==> src/rtl/muldiv_unit.sv <==
// Iterative multiply/divide unit with architectural HI/LO registers.
// Radix-2 shift-add multiply and restoring divide share one 2*WIDTH accumulator.
module muldiv_unit #(
  parameter int unsigned WIDTH = 32
) (
  input  logic             clk,
  input  logic             rst,
  input  logic             start,
  input  logic [2:0]       op,
  input  logic [WIDTH-1:0] a,
  input  logic [WIDTH-1:0] b,
  output logic             busy,
  output logic             done,
  output logic             div_zero,
  output logic [WIDTH-1:0] hi,
  output logic [WIDTH-1:0] lo
);

  localparam int unsigned CntW = $clog2(WIDTH + 1);

  typedef enum logic [1:0] {StIdle, StCalc, StSign} state_e;

  state_e               state_q, state_d;
  logic [CntW-1:0]      cnt_q, cnt_d;
  logic [2*WIDTH-1:0]   acc_q, acc_d;
  logic [WIDTH-1:0]     opb_q, opb_d;
  logic [WIDTH-1:0]     hi_q, hi_d, lo_q, lo_d;
  logic                 is_div_q, is_div_d, sq_q, sq_d, sr_q, sr_d;
  logic                 done_q, done_d, dz_q, dz_d;

  logic                 idle, is_mul_op, is_div_op, signed_op, b_zero;
  logic                 accept_calc, accept_dz, accept_mthi, accept_mtlo;
  logic [WIDTH-1:0]     abs_a, abs_b;
  logic [WIDTH:0]       mul_sum, div_diff;
  logic [2*WIDTH-1:0]   mul_next, div_next, prod;
  logic [WIDTH-1:0]     quo, rem, quo_s, rem_s;

  assign idle        = (state_q == StIdle);
  assign is_mul_op   = (op[2:1] == 2'b00);
  assign is_div_op   = (op[2:1] == 2'b01);
  assign signed_op   = op[0] & ~op[2];
  assign b_zero      = (b == '0);
  assign accept_calc = idle & start & (is_mul_op | (is_div_op & ~b_zero));
  assign accept_dz   = idle & start & is_div_op & b_zero;
  assign accept_mthi = idle & start & (op == 3'b100);
  assign accept_mtlo = idle & start & (op == 3'b101);

  // Most-negative input maps to itself, which is the correct unsigned magnitude.
  assign abs_a = (signed_op & a[WIDTH-1]) ? -a : a;
  assign abs_b = (signed_op & b[WIDTH-1]) ? -b : b;

  // Multiply: upper half accumulates the multiplicand, lower half holds the multiplier.
  assign mul_sum  = {1'b0, acc_q[2*WIDTH-1:WIDTH]} + {1'b0, opb_q & {WIDTH{acc_q[0]}}};
  assign mul_next = {mul_sum, acc_q[WIDTH-1:1]};

  // Divide: upper half is the remainder, lower half shifts dividend out and quotient in.
  assign div_diff = acc_q[2*WIDTH-1:WIDTH-1] - {1'b0, opb_q};
  assign div_next = div_diff[WIDTH] ? {acc_q[2*WIDTH-2:0], 1'b0}
                                    : {div_diff[WIDTH-1:0], acc_q[WIDTH-2:0], 1'b1};

  assign prod  = sq_q ? -acc_q : acc_q;
  assign quo   = acc_q[WIDTH-1:0];
  assign rem   = acc_q[2*WIDTH-1:WIDTH];
  assign quo_s = sq_q ? -quo : quo;
  assign rem_s = sr_q ? -rem : rem;

  always_ff @(posedge clk) begin
    if (!rst) begin
      state_q <= StIdle;
    end else begin
      state_q <= state_d;
    end
  end

  always_comb begin
    state_d = state_q;
    unique case (state_q)
      StIdle:  if (accept_calc) state_d = StCalc;
      StCalc:  if (cnt_q == CntW'(1)) state_d = StSign;
      StSign:  state_d = StIdle;
      default: state_d = StIdle;
    endcase
  end

  always_comb begin
    cnt_d    = cnt_q;
    acc_d    = acc_q;
    opb_d    = opb_q;
    is_div_d = is_div_q;
    sq_d     = sq_q;
    sr_d     = sr_q;
    hi_d     = hi_q;
    lo_d     = lo_q;
    done_d   = 1'b0;
    dz_d     = 1'b0;
    unique case (state_q)
      StIdle: begin
        if (accept_calc) begin
          acc_d    = {{WIDTH{1'b0}}, abs_a};
          opb_d    = abs_b;
          cnt_d    = CntW'(WIDTH);
          is_div_d = op[1];
          sq_d     = signed_op & (a[WIDTH-1] ^ b[WIDTH-1]);
          sr_d     = signed_op & a[WIDTH-1];
        end
        if (accept_dz) begin
          done_d = 1'b1;
          dz_d   = 1'b1;
        end
        if (accept_mthi) begin
          hi_d   = a;
          done_d = 1'b1;
        end
        if (accept_mtlo) begin
          lo_d   = a;
          done_d = 1'b1;
        end
      end
      StCalc: begin
        acc_d = is_div_q ? div_next : mul_next;
        cnt_d = cnt_q - CntW'(1);
      end
      StSign: begin
        hi_d   = is_div_q ? rem_s : prod[2*WIDTH-1:WIDTH];
        lo_d   = is_div_q ? quo_s : prod[WIDTH-1:0];
        done_d = 1'b1;
      end
      default: ;
    endcase
  end

  always_ff @(posedge clk) begin
    if (!rst) begin
      cnt_q    <= '0;
      acc_q    <= '0;
      opb_q    <= '0;
      is_div_q <= 1'b0;
      sq_q     <= 1'b0;
      sr_q     <= 1'b0;
      hi_q     <= '0;
      lo_q     <= '0;
      done_q   <= 1'b0;
      dz_q     <= 1'b0;
    end else begin
      cnt_q    <= cnt_d;
      acc_q    <= acc_d;
      opb_q    <= opb_d;
      is_div_q <= is_div_d;
      sq_q     <= sq_d;
      sr_q     <= sr_d;
      hi_q     <= hi_d;
      lo_q     <= lo_d;
      done_q   <= done_d;
      dz_q     <= dz_d;
    end
  end

  always_comb begin
    busy     = (state_q != StIdle);
    done     = done_q;
    div_zero = dz_q;
    hi       = hi_q;
    lo       = lo_q;
  end

endmodule
==> config.mk <==
export PLATFORM = sky130hd
export DESIGN_NAME = muldiv_unit
export DESIGN_NICKNAME = d
export VERILOG_FILES = /design/src/rtl/muldiv_unit.sv
export SDC_FILE = /design/constraint.sdc
export NUM_CORES = 1
export LEC_CHECK = 0
export CAP_MARGIN = 20
export CORE_UTILIZATION = 47
export DETAILED_ROUTE_END_ITERATION = 6
export GPL_ROUTABILITY_DRIVEN = 0
export PLACE_DENSITY = 0.68
export SLEW_MARGIN = 5
export SYNTH_ARGS = -nofsm -noshare
export SYNTH_HDL_FRONTEND = slang
export SYNTH_SLANG_ARGS = --single-unit
==> constraint.sdc <==
create_clock -name clk -period 9.7 [get_ports clk]
set_input_delay 0.97 -clock clk [delete_from_list [all_inputs] [get_ports clk]]
set_output_delay 0.97 -clock clk [all_outputs]
set_load 0.02 [all_outputs]
==> run summary, run 1 <==
R2R depth: 11
Synth async-reset ratio: 0
Power Density: 124.4 nW/um2
Final hold viol count: 0
Tmin final: 4.632 ns
Syn Nets: 1,978
Hold WC Path Type: reg2reg
CP startpoint: acc_q[39]
Synth Warn #: 0
Clk buf depth: 2
Routed Wire Length: 47,800 um
Syn Inst Count: 1,836
Critical R2R Launch: acc_q[39]
Starting Density: 0.4793
Via/cell ratio: 6.301
I/O pins: 137
Status: completed
Leakage: 5.872 nW
Largest net degree at the start of global routing: 74
IO Port Bufs: 136
Post-route ant nets: 0
Final std cells w/o fill: 2,292
Fin crit share: 0.4775
Crit-path max FO: 16
Worst setup SP type: flip-flop
Sequential share of the synthesized area: 0.2510
Setup TNS: 0 ns
CTS H-Tree Depth: 4
Sink Count: 173
DRT iter0 DRCs: 1,375
Area Overhead vs Synth: 16.00%
Worst Hold Depth: 2
Max_cap viols: 0
Grt total ovfl: 0
Max_slew headroom: 0.2491
Nets: 2,038
Maximum VDD drop: 0.0001248 V
Vias: 14,440
Total Routing Usage GR: 0.3119
Ys flop type: dfxtp_1
CTS tree: built
Clock Latency Late Sink: 0.46 ns
DIE AREA: 30,040 um2
Hold path start: opb_q[31]
# hold bufs at CTS: 0
Routed wire length per instance: 20.86 um
Synthesized flop and latch total: 173
DR DRC count: 0
Slew @ Worst Pin: 1.118 ns
Final HPWL DP: 35,240 um
Cts repair resizes: 0
First-pass GRT wire length: 74,090 um
Inst Count DP: 2,258
Die height: 173.3 um
Number of core rows: 62
Die X: 173.3 um
RSZ-0062 raised after global routing: no
Setup crit end kind: flip-flop
Diode count: 0
# setup viols final: 0
Vias in the first global route: 13,150
First-pass iteration count of the detailed router: 5
Root buf cell: clkbuf_16
Core area: 28,780 um2
Clock Pin Slew Worst Setup and Hold Paths: 0.07 ns
Total CTS buffers: 17
Layout cells sized above 1: 0.04560
Netlist cell types: 80
Post-CTS Setup Bufs: 0
Worst EP arrival: 5.00 ns
Fmax: 0.2159 GHz
Max Slew Vio Count: 0
Initial antenna violation count: 0
Class of the most critical setup path: reg2reg
Worst hold slack: 0.4536 ns
Worst Skew: 0.01816 ns
Number of enable flip-flop cells after synthesis: 0
Data required time of the worst path: 10.07 ns
Synthesized cell area: 13,800 um2
Avg Cell Area, Syn: 7.514 um2
==> worst max-delay path: stages (launching register included) <==
cell and delay (ns):
dfxtp_1 0.59, ha_1 0.38, and4_1 0.27, a21oi_1 0.26
a21oi_1 0.12, nor4_2 0.44, o21ai_0 0.36, a22oi_1 0.49
and2_1 0.70, buf_4 0.43, mux2_2 0.38, o221ai_1 0.13
==> cells in the mapped netlist, drive strengths merged (15+ instances only) <==
| cell | number | area, um2 |
|---|---|---|
| a211oi | 72 | 540.5 |
| dfxtp | 173 | 3463 |
| a31oi | 18 | 112.6 |
| clkbuf | 104 | 390.4 |
| o31ai | 25 | 187.7 |
| xnor2 | 88 | 770.7 |
| o21ai | 112 | 560.5 |
| or4 | 20 | 157.7 |
| mux2i | 56 | 560.5 |
| a21o | 29 | 217.7 |
| nand3 | 40 | 200.2 |
| nand2b | 21 | 131.4 |
| nor3 | 40 | 200.2 |
| nand2 | 157 | 589.3 |
| a22oi | 61 | 457.9 |
| inv | 64 | 240.2 |
| nor2 | 199 | 749.5 |
| and2 | 15 | 93.84 |
| a221oi | 27 | 236.5 |
| a21oi | 155 | 775.7 |
| xor2 | 65 | 569.3 |
| or3 | 19 | 125.1 |
| ha | 70 | 875.8 |
==> cell families (layout without fill, tap and decap cells) <==
group,Yosys count,after routing,share of synthesized area
and+or+nand+nor,592,592,0.2037
buffers and inverters,182,254,0.05061
xor gates and xnor gates,153,153,0.09713
muxes,58,58,0.04226
adders and majority gates,72,72,0.06639
DFF,173,173,0.2510
AOI/OAI and AO/OA,606,606,0.2889
==> worst paths after layout <==
kind	to	slack, ns
setup / recovery	acc_q[32]	5.07
hold / removal	opb_q[31]	0.45
setup reg to reg	acc_q[32]	5.07
hold reg to reg	opb_q[31]	0.45
==> report_power, final <==
part           total [W]  switching, W  internal [W]
sequential      0.000791     0.0000472      0.000743
clock           0.000689      0.000346      0.000342
combinational   0.000512      0.000309      0.000203
total            0.00199      0.000702       0.00129
==> placed cells by master (no fill, tap or decap), drive strengths merged, types with 6 or more instances in the layout <==
cell	count
xor2	65
inv	72
and2	15
ha	70
o31ai	25
and3	13
or3	19
o21a	7
a31oi	18
nor4	13
clkdlybuf4s50	136
a221oi	27
or4	20
o41ai	13
nor3b	6
clkbuf	17
a21boi	6
nand3	40
o221ai	7
a21oi	155
o21ai	112
nand2	157
xnor2	88
nor3	40
nor2b	12
dfxtp	173
o211ai	12
o21bai	9
a211oi	72
or2	7
mux2i	56
buf	22
nand4	14
nor2	199
a21o	29
o22ai	7
nand2b	21
a22oi	61
==> cell type report <==
cell class / instances / area (um2)
timing repair buffer: 158 / 1559
tap: 384 / 480.5
multi-input combinational: 1481 / 9679
sequential: 173 / 3465
fill: 2731 / 12780
inverter: 65 / 246.5
clock buffer: 17 / 425.4
clock inverter: 14 / 147.6
==> metal layers <==
| layer | share of wire | up-vias | GRT usage |
|---|---|---|---|
| li1 | - | 6879 | - |
| met3 | 0.076 | 104 | 0.04430 |
| met1 | 0.43 | 6795 | 0.4158 |
| met5 | 0 | - | 0 |
| met4 | 0.052 | 0 | 0.1667 |
| met2 | 0.45 | 664 | 0.4866 |
==> metrics by stage <==
stage                     total power (W)  area [um2]  setup WS [ns]    util
final                            0.001991       16000          5.068  0.5560
after global routing             0.002074       16000          4.836  0.5560
after CTS                        0.001988       15950          5.174  0.5541
after detailed placement         0.001305       15370          4.753  0.5342
after global placement           0.001297       15370          4.885  0.5342
after floorplan                  0.001134       13800          6.383       -
==> registers in the layout, indices dropped and copies added (netlist names) <==
register and flops:
acc_q 64, hi 32, lo 32, opb_q 32
cnt_q 6, state_q 2, div_zero 1, done 1
is_div_q 1, sq_q 1, sr_q 1
No activity file was read; power rests on OpenSTA's default activity.
==> run 2, diff against run 1 <==
==> constraint.sdc (replaced) <==
create_clock -name clk -period 4.73 [get_ports clk]
set_input_delay 0.473 -clock clk [delete_from_list [all_inputs] [get_ports clk]]
set_output_delay 0.473 -clock clk [all_outputs]
set_load 0.02 [all_outputs]
==> run summary, run 2 (synthesized netlist as in run 1, its figures left out) <==
Reg2reg end: acc_q[32] (unchanged)
Slowest cell on crit path: dfxtp_1 (was and2_1)
Power Density: 257.0 nW/um2 (was 124.4 nW/um2)
Total CTS buffers: 17 (unchanged)
Post-CTS Setup Bufs: 0 (unchanged)
Area Overhead vs Synth: 16.77% (was 16.00%)
Max Slew Vio Count: 0 (unchanged)
Routed wire length per instance: 21.32 um (was 20.86 um)
Vias: 14,690 (was 14,440)
Slew @ Worst Pin: 1.103 ns (was 1.118 ns)
Setup TNS: 0 ns (unchanged)
Die height: 173.3 um (unchanged)
DRT iter0 DRCs: 1,749 (was 1,375)
R2r setup slk: 0.60 ns (was 5.07 ns)
Clock Pin Slew Worst Setup and Hold Paths: 0.08 ns (was 0.07 ns)
Setup crit end kind: flip-flop (unchanged)
Largest net degree at the start of global routing: 82 (was 74)
DIE AREA: 30,040 um2 (unchanged)
Tmin final: 4.133 ns (was 4.632 ns)
Cell repeated most along the worst path: a21oi_1 (unchanged)
Diode count: 0 (unchanged)
P_sw: 0.001476 W (was 0.0007025 W)
Worst Hold Depth: 2 (unchanged)
DR DRC count: 0 (unchanged)
Final HPWL DP: 36,520 um (was 35,240 um)
Sink Count: 173 (unchanged)
CTS tree: built (unchanged)
Buffers plus inverters on the worst setup path: 1 (unchanged)
RSZ-0062 raised after global routing: no (unchanged)
Fmax: 0.2420 GHz (was 0.2159 GHz)
Routed Wire Length: 49,170 um (was 47,800 um)
Final WS setup: 0.5971 ns (was 5.068 ns)
Maximum VDD drop: 0.0001936 V (was 0.0001248 V)
I/O pins: 137 (unchanged)
Max_cap viols: 0 (unchanged)
Top delay family on crit path: compound AO/OA/AOI/OAI gates (was simple AND/OR/NAND/NOR gates)
Grt total ovfl: 0 (unchanged)
Starting Density: 0.4793 (unchanged)
Switching share of total power: 0.3566 (was 0.3528)
Layout cells sized above 1: 0.05203 (was 0.04560)
# setup viols final: 0 (unchanged)
Crit-path max FO: 25 (was 16)
Worst Skew: 0.01823 ns (was 0.01816 ns)
Largest register FFs: 64 (unchanged)
Status: completed (unchanged)
Clk pwr share: 0.352 (was 0.346)
Vias in the first global route: 13,380 (was 13,150)
Int Pwr: 0.002664 W (was 0.001289 W)
Clock Latency Late Sink: 0.44 ns (was 0.46 ns)
Total Routing Usage GR: 0.3222 (was 0.3119)
Final hold viol count: 0 (unchanged)
Worst EP arrival: 4.48 ns (was 5.00 ns)
First-pass iteration count of the detailed router: 6 (was 5)
Die X: 173.3 um (unchanged)
Class of the most critical setup path: reg2reg (unchanged)
Initial antenna violation count: 0 (unchanged)
Root buf cell: clkbuf_16 (unchanged)
Leakage: 5.944 nW (was 5.872 nW)
Cts repair resizes: 0 (unchanged)
Dpl ws: 0.7037 ns (was 4.753 ns)
Leading cell type in the layout, fill and taps excluded: nor2_1 (unchanged)
Comb pwr share: 0.257 (about the same)
Max_slew headroom: 0.2646 (was 0.2491)
Core area: 28,780 um2 (unchanged)
Post-route ant nets: 0 (unchanged)
# hold bufs at CTS: 0 (unchanged)
Worst setup SP type: flip-flop (unchanged)
Clk buf depth: 2 (unchanged)
Nets: 2,051 (was 2,038)
CP peak stage delay: 0.53 ns (was 0.70 ns)
Number of core rows: 62 (unchanged)
R2R depth: 11 (unchanged)
Most frequent cells in the layout: 196 x nor2_1, 172 x dfxtp_1, 156 x nand2_1, 155 x a21oi_1, 136 x clkdlybuf4s50_1 (unchanged)
Hold WC Path Type: reg2reg (unchanged)
Ordered list of cells on the worst path: ha_1 -> and4_1 -> a21oi_1 -> a21oi_1 -> nor4_2 -> o21ai_0 -> a22oi_1 -> and2_1 -> buf_4 -> mux2_2 -> o221ai_1 (unchanged)
Via/cell ratio: 6.372 (was 6.301)
Flop pwr share: 0.392 (was 0.397)
Critical R2R Launch: acc_q[39] (unchanged)
Hold path start: opb_q[19] (was opb_q[31])
Data required time of the worst path: 5.08 ns (was 10.07 ns)
Largest Register: acc_q (unchanged)
Fin crit share: 0.8738 (was 0.4775)
First-pass GRT wire length: 76,560 um (was 74,090 um)
CTS H-Tree Depth: 4 (unchanged)
Worst-case hold path end point: opb_q[19] (was opb_q[31])
IO Port Bufs: 136 (unchanged)
run 2: cell types whose count changed in the layout (fill, tap and decap cells not counted), sizes merged:
cell	before	now
clkinvlp	2	0
clkinv	5	7
clkbuf	17	18
buf	22	35
run 2: per-stage QoR:
stage	hold slack (ns)	area, um2	instances	power (W)	util
after floorplan	0.4319	13800	1836	0.002325	-
after global placement	0.4428	15510	2274	0.002672	0.5388
after detailed placement	0.4478	15510	2274	0.002687	0.5388
after CTS	0.4608	16110	2306	0.004130	0.5597
after global routing	0.4885	16110	2306	0.004308	0.5597
final	0.4570	16110	2306	0.004140	0.5597
run 2: power by group through the flow:
stage	clock network, W	registers [W]	logic, W
2_1_floorplan	0	0.00162	0.000708
3_3_place_gp	0	0.00165	0.00102
3_5_place_dp	0	0.00165	0.00103
4_1_cts	0.00147	0.00162	0.00104
5_1_grt	0.00153	0.00163	0.00115
6_report	0.00146	0.00162	0.00106
run 2: worst reg2reg max path, delay by kind of cell (launching register included):
family / cells / cell delay [ns]
AO/OA/AOI/OAI: 5 / 1.30
adder cells (fa/ha/maj): 1 / 0.37
buffers and inverters: 1 / 0.43
flip-flops: 1 / 0.53
multiplexers: 1 / 0.39
AND/OR/NAND/NOR: 3 / 1.02
run 2: per-layer routing:
| layer | GRT usage | up-vias | wire length (um) |
|---|---|---|---|
| li1 | - | 6916 | - |
| met1 | 0.4391 | 6936 | 21260 |
| met2 | 0.5082 | 726 | 21850 |
| met3 | 0.04583 | 116 | 4000 |
| met4 | 0.1342 | 0 | 2057 |
| met5 | 0 | - | 0 |
run 2: cell type report:
cell class              count  area (um2)
flip-flops and latches    173        3465
clock inverters            14       172.7
multi-input cells        1481        9679
clock buffers              18       429.2
well taps                 384       480.5
repair buffers            171        1637
fillers                  2698       12670
inverters                  65       246.5
run 2: how the worst max path moves through the flow:
stage / start / end / slack, ns / cells past startpoint
3_3_place_gp: acc_q[39] / acc_q[32] / 0.77 / 11
4_1_cts: acc_q[39] / acc_q[32] / 0.68 / 11
2_1_floorplan: acc_q[38] / acc_q[50] / 1.61 / 12
3_5_place_dp: acc_q[39] / acc_q[32] / 0.70 / 11
6_report: acc_q[39] / acc_q[32] / 0.60 / 11
5_1_grt: acc_q[38] / acc_q[33] / 0.33 / 11
==> run 3, diff against run 2 <==
--- a/config.mk
+++ b/config.mk
@@ -5,11 +5,13 @@
 export SDC_FILE = /design/constraint.sdc
 export NUM_CORES = 1
 export LEC_CHECK = 0
+export ABC_AREA = 1
 export CAP_MARGIN = 20
 export CORE_UTILIZATION = 47
+export CTS_CLUSTER_SIZE = 25
 export DETAILED_ROUTE_END_ITERATION = 6
 export GPL_ROUTABILITY_DRIVEN = 0
-export PLACE_DENSITY = 0.68
+export PLACE_DENSITY = 0.67
 export SLEW_MARGIN = 5
 export SYNTH_ARGS = -nofsm -noshare
 export SYNTH_HDL_FRONTEND = slang
==> run summary, run 3 <==
Status: completed (unchanged)
# setup viols final: 0 (unchanged)
Metal3 WL: 6973 um (was 4000 um)
Cell repeated most along the worst path: nand2_1 (was a21oi_1)
Fin crit share: 0.7562 (was 0.8738)
Leakage: 9.009 nW (was 5.944 nW)
# fillers: 3,777 (was 2,698)
Clock Latency Late Sink: 0.47 ns (was 0.44 ns)
DRT iter0 DRCs: 2,271 (was 1,749)
R2r setup slk: 1.15 ns (was 0.60 ns)
Post-CTS Setup Bufs: 0 (unchanged)
Tmin final: 3.577 ns (was 4.133 ns)
Avg Cell Area, Syn: 5.582 um2 (was 7.514 um2)
Most frequent cells after synthesis: 811 x nand2_1, 459 x inv_1, 332 x nand3_1 (was 198 x nor2_1, 173 x dfxtp_1, 157 x nand2_1)
Leading cell type in the layout, fill and taps excluded: nand2_1 (was nor2_1)
Buffers plus inverters on the worst setup path: 2 (was 1)
First-pass GRT wire length: 105,300 um (was 76,560 um)
Ordered list of cells on the worst path: inv_1 -> fa_1 -> inv_1 -> nand2_1 -> nand2_1 -> nand3_1 -> nand2_1 -> nand2_1 -> nand2_1 -> nand2_2 -> nand2_2 -> nand2_2 -> nand2_2 -> nand3_1 -> nand3_1 -> nand2_1 -> a21oi_1 (was ha_1 -> and4_1 -> a21oi_1 -> a21oi_1 -> nor4_2 -> o21ai_0 -> a22oi_1 -> and2_1 -> buf_4 -> mux2_2 -> o221ai_1)
Synth Warn #: 0 (unchanged)
Util after Layout: 0.5418 (was 0.5597)
Top delay family on crit path: simple AND/OR/NAND/NOR gates (was compound AO/OA/AOI/OAI gates)
Vias: 20,850 (was 14,690)
Critical R2R Launch: acc_q[32] (was acc_q[39])
Data required time of the worst path: 5.10 ns (was 5.08 ns)
Worst setup SP type: flip-flop (unchanged)
Clk buf depth: 2 (unchanged)
Area Overhead vs Synth: 13.77% (was 16.77%)
Setup crit end kind: flip-flop (unchanged)
Die height: 191.6 um (was 173.3 um)
Number of enable flip-flop cells after synthesis: 0 (unchanged)
Register area: 3465 um2 (unchanged)
Setup TNS: 0 ns (unchanged)
Dpl ws: 1.276 ns (was 0.7037 ns)
Hold WC Path Type: reg2reg (unchanged)
Max Used Layer: met5 (was met4)
Syn Inst Count: 3,027 (was 1,836)
Tot Pwr: 0.004953 W (was 0.004140 W)
# hold bufs at CTS: 0 (unchanged)
Final HPWL DP: 53,900 um (was 36,520 um)
Power Density: 257.6 nW/um2 (was 257.0 nW/um2)
Hold path start: lo[0] (was opb_q[19])
Layout cells sized above 1: 0.03475 (was 0.05203)
Count leader, synth: nand2_1 (was nor2_1)
Largest net degree at the start of global routing: 76 (was 82)
Synthesized flop and latch total: 173 (unchanged)
Worst EP arrival: 3.95 ns (was 4.48 ns)
Metal2 WL: 30,210 um (was 21,850 um)
DR DRC count: 0 (unchanged)
RSZ-0062 raised after global routing: no (unchanged)
Syn Nets: 3,169 (was 1,978)
CP peak stage delay: 0.60 ns (was 0.53 ns)
Total CTS buffers: 17 (unchanged)
I/O pins: 137 (unchanged)
Cts repair resizes: 0 (unchanged)
Number of core rows: 69 (was 62)
Routed wire length per instance: 19.59 um (was 21.32 um)
Diode count: 0 (unchanged)
Routed Wire Length: 69,920 um (was 49,170 um)
Root buf cell: clkbuf_16 (unchanged)
Starting Density: 0.4762 (was 0.4793)
IO Port Bufs: 136 (unchanged)
Clock Pin Slew Worst Setup and Hold Paths: 0.08 ns (about the same)
Max_slew headroom: 0.2631 (was 0.2646)
Slew @ Worst Pin: 1.097 ns (was 1.103 ns)
Synth async-reset ratio: 0 (unchanged)
M1 WL: 26,970 um (was 21,260 um)
Crit-path max FO: 34 (was 25)
Sink Count: 173 (unchanged)
Netlist cell types: 50 (was 80)
Initial antenna violation count: 1 (was 0)
Worst Skew: 0.01588 ns (was 0.01823 ns)
Nets: 3,238 (was 2,051)
Largest Register: acc_q (unchanged)
CP startpoint: acc_q[32] (was acc_q[39])
Grt total ovfl: 0 (unchanged)
Die X: 191.6 um (was 173.3 um)
CTS H-Tree Depth: 4 (unchanged)
Vias in the first global route: 18,860 (was 13,380)
DIE AREA: 36,710 um2 (was 30,040 um2)
Most frequent cells in the layout: 811 x nand2_1, 457 x inv_1, 332 x nand3_1, 283 x nor2_1, 254 x a21oi_1 (was 196 x nor2_1, 172 x dfxtp_1, 156 x nand2_1, 155 x a21oi_1, 136 x clkdlybuf4s50_1)
Largest register FFs: 64 (unchanged)
Final WS setup: 1.153 ns (was 0.5971 ns)
Via/cell ratio: 5.841 (was 6.372)
Maximum VDD drop: 0.0002897 V (was 0.0001936 V)
Post-route ant nets: 0 (unchanged)
Max Slew Vio Count: 0 (unchanged)
Max_cap viols: 0 (unchanged)
Sequential share of the synthesized area: 0.2050 (was 0.2510)
Total Routing Usage GR: 0.3761 (was 0.3222)
Slowest cell on crit path: nand2_2 (was dfxtp_1)
Synthesized cell area: 16,900 um2 (was 13,800 um2)
Area fraction of the dominant cell type after synthesis: 0.2050 (was 0.2510)
CTS tree: built (unchanged)
Multi-input logic area: 11,210 um2 (was 9679 um2)
First-pass iteration count of the detailed router: 7 (was 6)
Fmax: 0.2796 GHz (was 0.2420 GHz)
Top post-synthesis cells by area: dfxtp_1 20%, nand2_1 18%, inv_1 10% (was dfxtp_1 25%, ha_1 6.3%, a21oi_1 5.6%)
Core area: 35,480 um2 (was 28,780 um2)
Class of the most critical setup path: reg2reg (unchanged)
Ys flop type: dfxtp_1 (unchanged)
Final hold viol count: 0 (unchanged)
Synth area leader: dfxtp_1 (unchanged)
-- run 3: cell count changes after synthesis, sizes merged, moves of 57 or more --
| cell | before | now |
|---|---|---|
| nand2 | 157 | 817 |
| inv | 64 | 460 |
| nand3 | 40 | 334 |
| o21ai | 112 | 226 |
| a21oi | 155 | 254 |
| nor2 | 199 | 296 |
| xnor2 | 88 | 14 |
| a211oi | 72 | 10 |
| a22oi | 61 | 4 |
-- run 3: tightest hold or removal path, stage by stage (launching register included) --
cell and delay, ns:
dfxtp_1 0.31, nand2_1 0.06, a21oi_1 0.05
-- run 3: layout make-up --
type / instances / area share
repair buffers: 164 / 0.08318
flip-flops and latches: 173 / 0.1802
well taps: 461 / 0.03000
clock buffers: 21 / 0.02447
inverters: 465 / 0.09086
clock inverters: 10 / 0.007940
multi-input cells: 2275 / 0.5833
-- run 3: worst paths after layout --
| check | endpoint | cells past startpoint |
|---|---|---|
| worst max-delay path | acc_q[59] | 17 |
| worst min-delay path | lo[0] | 2 |
| worst max register to register | acc_q[59] | 17 |
| worst min register to register | lo[0] | 2 |
-- run 3: kinds of logic (layout without fill, tap and decap cells) --
| kind of cell | count (synthesis) | in the layout | synth area share |
|---|---|---|---|
| flip-flops | 173 | 173 | 0.2050 |
| AND/OR/NAND/NOR | 1564 | 1564 | 0.3928 |
| adder cells (fa/ha/maj) | 72 | 72 | 0.05420 |
| XOR/XNOR | 40 | 40 | 0.02073 |
| buffers and inverters | 579 | 660 | 0.1328 |
| AO/OA/AOI/OAI | 599 | 599 | 0.1944 |
-- run 3: where the power goes --
part | internal, W | total [W] | switching (W)
Combinational | 0.000534 | 0.00173 | 0.00120
Sequential | 0.00154 | 0.00166 | 0.000120
Clock | 0.000882 | 0.00156 | 0.000682
-- run 3: layer usage --
| metal | vias to the layer above | GRT usage |
|---|---|---|
| met5 | - | 0 |
| met4 | 2 | 0.2930 |
| met3 | 284 | 0.06669 |
| met2 | 1177 | 0.5842 |
| met1 | 9375 | 0.4598 |
| li1 | 10010 | - |
-- run 3: per-stage QoR --
step | cells | hold slack, ns | cell area (um2)
3_5_place_dp | 3537 | 0.4631 | 18570
4_1_cts | 3568 | 0.4733 | 19200
3_3_place_gp | 3537 | 0.4603 | 18570
2_1_floorplan | 3027 | 0.4477 | 16900
5_1_grt | 3569 | 0.4942 | 19220
6_report | 3569 | 0.4692 | 19220
